File: src/rtl/tone_pitch_detector.sv
// rtl/tone_pitch_detector.sv - hysteresis zero-crossing period detector; TONE_PEAK_EN adds peak_out
module tone_pitch_detector #(
  parameter int SAMPLE_W   = 32,
  parameter int HYST       = 20000000,
  parameter int PERIOD_W   = 16,
  parameter int MIN_PERIOD = 8,
  parameter int MAX_PERIOD = 4000,
  parameter int AVG_LOG2   = 2
) (
  input  logic                       clock,
  input  logic                       reset,
  input  logic                       enable,
  input  logic                       sample_valid,
  input  logic signed [SAMPLE_W-1:0] sample_in,
  output logic [PERIOD_W-1:0]        period_out,
  output logic                       period_valid,
  output logic                       note_present
`ifdef TONE_PEAK_EN
  ,
  output logic [SAMPLE_W-1:0]        peak_out
`endif
);

  localparam int ACC_W  = PERIOD_W + AVG_LOG2;
  localparam int NPER_W = AVG_LOG2 + 1;
  localparam logic signed [SAMPLE_W-1:0] HYST_POS  = SAMPLE_W'(HYST);
  localparam logic signed [SAMPLE_W-1:0] HYST_NEG  = SAMPLE_W'(-HYST);
  localparam logic [PERIOD_W-1:0]        MIN_P     = PERIOD_W'(MIN_PERIOD);
  localparam logic [PERIOD_W-1:0]        MAX_P     = PERIOD_W'(MAX_PERIOD);
  localparam logic [NPER_W-1:0]          NPER_LAST = NPER_W'((1 << AVG_LOG2) - 1);

  typedef enum logic [1:0] {SYNC_LOW, SYNC_HIGH, HIGH, LOW} state_t;

  state_t              state_q, state_d;
  logic [PERIOD_W-1:0] cnt_q, cnt_d;
  logic [PERIOD_W-1:0] p;
  logic [PERIOD_W-1:0] pout_d;
  logic [ACC_W-1:0]    acc_q, acc_d, acc_sum;
  logic [NPER_W-1:0]   nper_q, nper_d;
  logic                note_d, pvalid_d;
  logic                is_low, is_high, p_ok, p_over;
  logic                clear;

  // Crossing thresholds (inclusive) and the candidate period if this sample is an edge
  assign is_low  = (sample_in <= HYST_NEG);
  assign is_high = (sample_in >= HYST_POS);
  assign p       = cnt_q + PERIOD_W'(1);
  assign p_ok    = (p >= MIN_P) && (p <= MAX_P);
  assign p_over  = (p > MAX_P);
  assign acc_sum = acc_q + ACC_W'(p);

`ifdef TONE_PEAK_EN
  localparam logic [SAMPLE_W-1:0] ABS_MAX = {1'b0, {(SAMPLE_W-1){1'b1}}};
  logic [SAMPLE_W-1:0] abs_s, trk_q, trk_d, trk_upd, peak_d;

  // Magnitude of the sample; the most negative value saturates to the largest positive one
  always_comb begin
    abs_s = sample_in;
    if (sample_in[SAMPLE_W-1]) begin
      if (sample_in[SAMPLE_W-2:0] == '0) abs_s = ABS_MAX;
      else                               abs_s = -sample_in;
    end
  end

  assign trk_upd = (abs_s > trk_q) ? abs_s : trk_q;
`endif

  // State register for the crossing tracker
  always_ff @(posedge clock) begin
    if (reset) state_q <= SYNC_LOW;
    else       state_q <= state_d;
  end

  // Next state and datapath decisions, acting only on accepted samples
  always_comb begin
    state_d  = state_q;
    cnt_d    = cnt_q;
    acc_d    = acc_q;
    nper_d   = nper_q;
    note_d   = note_present;
    pout_d   = period_out;
    pvalid_d = 1'b0;
    clear    = 1'b0;
`ifdef TONE_PEAK_EN
    trk_d    = trk_q;
    peak_d   = peak_out;
`endif
    if (!enable) begin
      clear = 1'b1;
    end else if (sample_valid) begin
`ifdef TONE_PEAK_EN
      trk_d = trk_upd;
`endif
      case (state_q)
        SYNC_LOW: begin
          if (is_low) state_d = SYNC_HIGH;
        end
        SYNC_HIGH: begin
          // first rising crossing only starts the count
          if (is_high) begin
            state_d = HIGH;
            cnt_d   = '0;
          end
        end
        HIGH: begin
          if (p_over) begin
            clear = 1'b1;
          end else begin
            cnt_d = p;
            if (is_low) state_d = LOW;
          end
        end
        LOW: begin
          if (is_high) begin
            // measured edge; an out-of-range period restarts as a fresh first edge
            state_d = HIGH;
            cnt_d   = '0;
            if (p_ok) begin
              if (nper_q == NPER_LAST) begin
                pout_d   = PERIOD_W'(acc_sum >> AVG_LOG2);
                pvalid_d = 1'b1;
                note_d   = 1'b1;
                acc_d    = '0;
                nper_d   = '0;
`ifdef TONE_PEAK_EN
                peak_d   = trk_upd;
                trk_d    = '0;
`endif
              end else begin
                acc_d  = acc_sum;
                nper_d = nper_q + NPER_W'(1);
              end
            end else begin
              acc_d  = '0;
              nper_d = '0;
              note_d = 1'b0;
`ifdef TONE_PEAK_EN
              trk_d  = '0;
`endif
            end
          end else if (p_over) begin
            clear = 1'b1;
          end else begin
            cnt_d = p;
          end
        end
        default: state_d = SYNC_LOW;
      endcase
    end
    // timeout and disable both drop lock but keep the last reported period
    if (clear) begin
      state_d = SYNC_LOW;
      cnt_d   = '0;
      acc_d   = '0;
      nper_d  = '0;
      note_d  = 1'b0;
`ifdef TONE_PEAK_EN
      trk_d   = '0;
`endif
    end
  end

  // Datapath and output registers
  always_ff @(posedge clock) begin
    if (reset) begin
      cnt_q        <= '0;
      acc_q        <= '0;
      nper_q       <= '0;
      period_out   <= '0;
      period_valid <= 1'b0;
      note_present <= 1'b0;
`ifdef TONE_PEAK_EN
      trk_q        <= '0;
      peak_out     <= '0;
`endif
    end else begin
      cnt_q        <= cnt_d;
      acc_q        <= acc_d;
      nper_q       <= nper_d;
      period_out   <= pout_d;
      period_valid <= pvalid_d;
      note_present <= note_d;
`ifdef TONE_PEAK_EN
      trk_q        <= trk_d;
      peak_out     <= peak_d;
`endif
    end
  end

endmodule

File: config.mk
export PLATFORM = sky130hd
export DESIGN_NAME = tone_pitch_detector
export DESIGN_NICKNAME = d
export VERILOG_FILES = /design/src/rtl/tone_pitch_detector.sv
export SDC_FILE = /design/constraint.sdc
export NUM_CORES = 1
export LEC_CHECK = 0
export CAP_MARGIN = 20
export CORE_ASPECT_RATIO = 0.75
export CORE_MARGIN = 2
export CORE_UTILIZATION = 35
export CTS_CLUSTER_SIZE = 14
export DETAILED_ROUTE_END_ITERATION = 16
export PLACE_DENSITY = 0.54
export SYNTH_ARGS = -nofsm -noshare
export SYNTH_HDL_FRONTEND = slang
export SYNTH_SLANG_ARGS = --single-unit
export TNS_END_PERCENT = 30
File: constraint.sdc
create_clock -name clock -period 6.15 [get_ports clock]
set_input_delay 1.845 -clock clock [delete_from_list [all_inputs] [get_ports clock]]
set_output_delay 1.845 -clock clock [all_outputs]
set_load 0.1 [all_outputs]
# Word-level counts from Yosys, hierarchy flattened
# Index checks and enable logic that the tools add are counted.
# totals
reg_bits,57
in_bits,36
out_inout_bits,18
# op_classes
add_sub_neg,3
order_cmp,5
eq_ne,10
n_mux,21
n_bitwise,5
reduce_logical,11
# op_table
cell,count
$mux W16,3
$pmux W16 S3,1
$mux W18,2
$ge A32 B26 Y1 const B,1
$le A32 B26 Y1 const B,1
$add A18 B16 Y18,1
$add A16 B1 Y16 const B,1
$ge A16 B4 Y1 const B,1
$gt A16 B12 Y1 const B,1
$le A16 B12 Y1 const B,1
$reduce_and A6 Y1,2
$mux W2,4
$ne A2 B2 Y1 const B,4
$reduce_and A4 Y1,2
$mux W1,7
$mux W3,2
$pmux W2 S3,1
$reduce_or A6 Y1,1
$not A1 Y1,5
$reduce_and A5 Y1,1
$eq A2 B2 Y1 const B,2
$ne A2 B1 Y1 const B,2
$reduce_or A2 Y1,2
$add A3 B1 Y3 const B,1
other kinds (6),6

# Longest topological paths before layout
# depth
ltp_word,8
ltp_mapped,15

# Worst setup path after synthesis
# No wires, ideal clock.
# synth_path
kind,input to register
from,input sample_in[9]
to,register acc_q[16]
arrival_ns,3.630
path_slack_ns,2.396
stages,10
path_buffers,2
cell_sequence,o211a_1 o21ai_0 a21boi_0 o41ai_1 a211o_1 clkbuf_1 clkbuf_1 nor4_1 mux2i_1 o21ai_0
# synth_between
elab_chain_cells,6
# synth_lines
item,line_no,rtl
from (decl),14,"input logic signed [SAMPLE_W-1:0] sample_in,"
$ge A32 B26 Y1 *,46,assign is_high = (sample_in >= HYST_POS);
$mux W1,114,if (is_high) begin
$pmux W1 S2,94,case (state_q)
$mux W1,90,end else if (sample_valid) begin
$mux W1,88,if (!enable) begin
$reduce_or A2 Y1 (no line),n/a,
to (signal assigned),167,acc_q <= '0;
to (signal assigned),178,acc_q <= acc_d;
to (decl),38,"logic [ACC_W-1:0] acc_q, acc_d, acc_sum;"
# Mark *: on every way between the ends. The rest lies on a longest branch, timed or not.
# A chain may end at the register's enable or synchronous reset.

# Worst setup path in the final report
# layout_path
from,register cnt_q[0]
to,register period_out[13]
# layout_between
elab_chain_cells,4
# layout_lines
item,line_no,rtl
from (decl),35,"logic [PERIOD_W-1:0] cnt_q, cnt_d;"
from (signal assigned),177,cnt_q <= cnt_d;
$add A16 B1 Y16 *,47,assign p = cnt_q + PERIOD_W'(1);
$ge A16 B4 Y1 / $le A16 B12 Y1 (equally long branches),48,assign p_ok = (p >= MIN_P) && (p <= MAX_P);
$logic_and A1 B1 Y1,48,
$reduce_and A6 Y1 (no line),n/a,
to (signal assigned),180,period_out <= pout_d;
to (decl),15,"output logic [PERIOD_W-1:0] period_out,"
# Marks and branches as above.

==> impl_results.md <==
- Tmin final: 4450 ps
- Peak supply drop: 136 µV
- Slew margin rel.: 34.7%
- Initial Utilization: 35.5%
- WL final: 10,400 µm
- EDFF count, synth: 0
- Cell area after layout: 4720 µm²
- Comb power frac: 4.9%
- Layout Skew: 12.8 ps
- Data required time at the worst endpoint: 6390 ps
- Total grt overflow: 0
- Synthesized instance count: 466
- Layout cells sized above 1: 5.86%
- Clk slew on worst S/H paths: 50 ps
- Die ar.: 11,800 µm²
- I/O Buffers: 53
- Crit end category: register
- Unique cell type count in the Yosys netlist: 64
- Top-area cell type share of the netlist area: 29.7%
- Slew Limit Fails: 0
- Startpoint Class: register
- Drt wl/cell: 15.9 µm
- IO Pins: 54
- Chip height: 94.8 µm
- Core Region: 10,800 µm²
- Setup-failing EPs final: 0
- WS Path Type: register to register
- Final ANT Viol Nets: 0
- Max_cap viols: 0
- Clock tree sinks: 57
- Worst min path class: register to register
- GRT Total Usage: 18.2%
- #FFs+latches synth: 57
- Placed instance area: 4460 µm²
- Top post-synthesis cells by area: dfxtp_1 30%, ha_1 5.5%, nor2_1 5.1%
- Initial antenna violation count: 0
- Largest net degree at the start of global routing: 32
- Final period util: 72.4%
- Htree depth: 3
- Crit-path max FO: 11
- Fin. Hold Viols: 0
- Clock power frac: 51.9%
- Post-layout util: 43.6%
- DR vias/cell: 5.54
- Switching power share of the total: 22.4%
- Cell Pwr Density: 182 nW/µm²
- First-pass GRT wire length: 17,200 µm
- CTS root buf: clkbuf_16
- Net Sw Power: 0.192 mW
- YS warnings: 0
- Hold_buf cts: 0
- Clk Latency, worst-skew pair: 340 ps
- CP Cell Sequence: ha_1 > and3_1 > nand3_1 > xnor2_1 > ha_1 > nand3_1 > nor4b_1 > o31ai_1 > o311ai_0 > a21oi_1 > xor2_1 > or4b_1 > o311ai_1
- RSZ-0062 raised after global routing: no
- Netlist Area Pre-Place: 3840 µm²
- Most frequent cells in the layout: 57 x dfxtp_1, 53 x clkdlybuf4s50_1, 52 x nor2_1, 25 x a21oi_1, 23 x nand3_1
- Post-Syn Nets: 520
- GPL Wtd Cong: 0.829
- Critical Path AT: 4690 ps
- CTS tree: built
- Ant. Diodes: 0
- Post-synthesis sequential area ratio: 29.7%
- Commonest non-fill, non-tap cell in the layout: dfxtp_1
- Post-CTS setup buffer count: 0
- CTS buffer count: 9
- DR pass1 iterations: 5
- Max incr delay on CP: 730 ps
- Commonest register cell after synthesis: dfxtp_1
- Nets: 561
- Starting DRT DRC Count: 172
- Outcome: finished clean
- CTS resizes: 0
- Clock Tree Buf Depth: 2
- Mapped Avg Cell Area: 8.25 µm²
- DP HPWL: 7540 µm
- Reg power frac: 43.2%
- Cell Int Power: 0.665 mW
- Vias: 3,609
- Setup tns final: 0 ps
- Die span in x: 125 µm
- Synth area leader: dfxtp_1
- Max Freq: 0.225 GHz
- Leak pwr: 1.72 nW
- Area growth syn-to-layout: 22.7%
- Worst slew pin tran: 977 ps
- Slowest CP cell: o311ai_0
- DRC violations left: 0
- Vias in the first global route: 3,372
- Async SR Flop Fraction: 0%
- FP Rows: 33
## cell families after synthesis
family / share of synthesized area, %
compound gates: 23.1
buf+inv: 5.24
xor+xnor: 6.38
mux: 4.04
fa+ha+maj: 6.58
simple gates: 25.0
flops: 29.7
## layout make-up
| type | instances | area [µm²] |
|---|---|---|
| repair buffers | 56 | 557 |
| inverters | 19 | 71.3 |
| flip-flops and latches | 57 | 1140 |
| fillers | 1082 | 6100 |
| clock inverters | 3 | 17.5 |
| multi-input cells | 364 | 2510 |
| well taps | 140 | 175 |
| clock buffers | 13 | 240 |
## sequential cells by signal, summed over array words and instances, names as in the netlist
register	count
acc_q	18
cnt_q	16
period_out	16
nper_q	3
state_q	2
note_present	1
period_valid	1
## path summary, 6_finish.rpt
| path | startpoint | endpoint | slack [ps] | cells past startpoint |
|---|---|---|---|---|
| max reg2reg | cnt_q[0]$_SDFFE_PP0P_ | period_out[13]$_SDFFE_PP0P_ | 1700 | 13 |
| min | acc_q[14]$_SDFFE_PP0P_ | acc_q[14]$_SDFFE_PP0P_ | 480 | 2 |
| max | cnt_q[0]$_SDFFE_PP0P_ | period_out[13]$_SDFFE_PP0P_ | 1700 | 13 |
| min reg2reg | acc_q[14]$_SDFFE_PP0P_ | acc_q[14]$_SDFFE_PP0P_ | 480 | 2 |
## layer usage
metal | wire length [µm] | vias to the layer above | global-route usage, %
met5 | 0 | - | 0
li1 | - | 1816 | -
met4 | 182 | 0 | 6.76
met3 | 572 | 12 | 4.70
met1 | 5520 | 1680 | 26.4
met2 | 4080 | 101 | 25.9
## power groups by stage
stage	Sequential, mW	Clock, mW	Combinational, mW
2_1_floorplan	0.378	0	0.0115
3_3_place_gp	0.378	0	0.0422
3_5_place_dp	0.378	0	0.0421
4_1_cts	0.370	0.458	0.0425
5_1_grt	0.370	0.473	0.0459
6_report	0.370	0.445	0.0423
## synth_stat cells, drive strengths merged (7+ instances only)
library cell	number
nor2	52
clkbuf	11
nor3	11
a21oi	25
nand2b	7
inv	19
nand4	7
nand3	24
a21o	9
nor4	9
xnor2	21
mux2i	14
dfxtp	57
ha	17
buf	15
and3	12
xor2	7
nand2	20
a22oi	20
o21ai	13
## critical path, delay by kind of cell (launching register included)
kind | cells | cell delay [ps]
and+or+nand+nor | 5 | 1490
xor gates and xnor gates | 2 | 420
DFF | 1 | 520
adders and majority gates | 2 | 770
AOI/OAI and AO/OA | 4 | 1160
## through the flow
stage          worst slack, ps  hold WS, ps  total power [mW]  std cells
2_1_floorplan             2400          451             0.389        466
3_3_place_gp              1510          468             0.420        635
3_5_place_dp              1420          476             0.420        636
4_1_cts                   1710          486             0.870        652
5_1_grt                   1330          519             0.888        652
6_report                  1700          484             0.857        652
No activity file was read; power rests on OpenSTA's default activity.
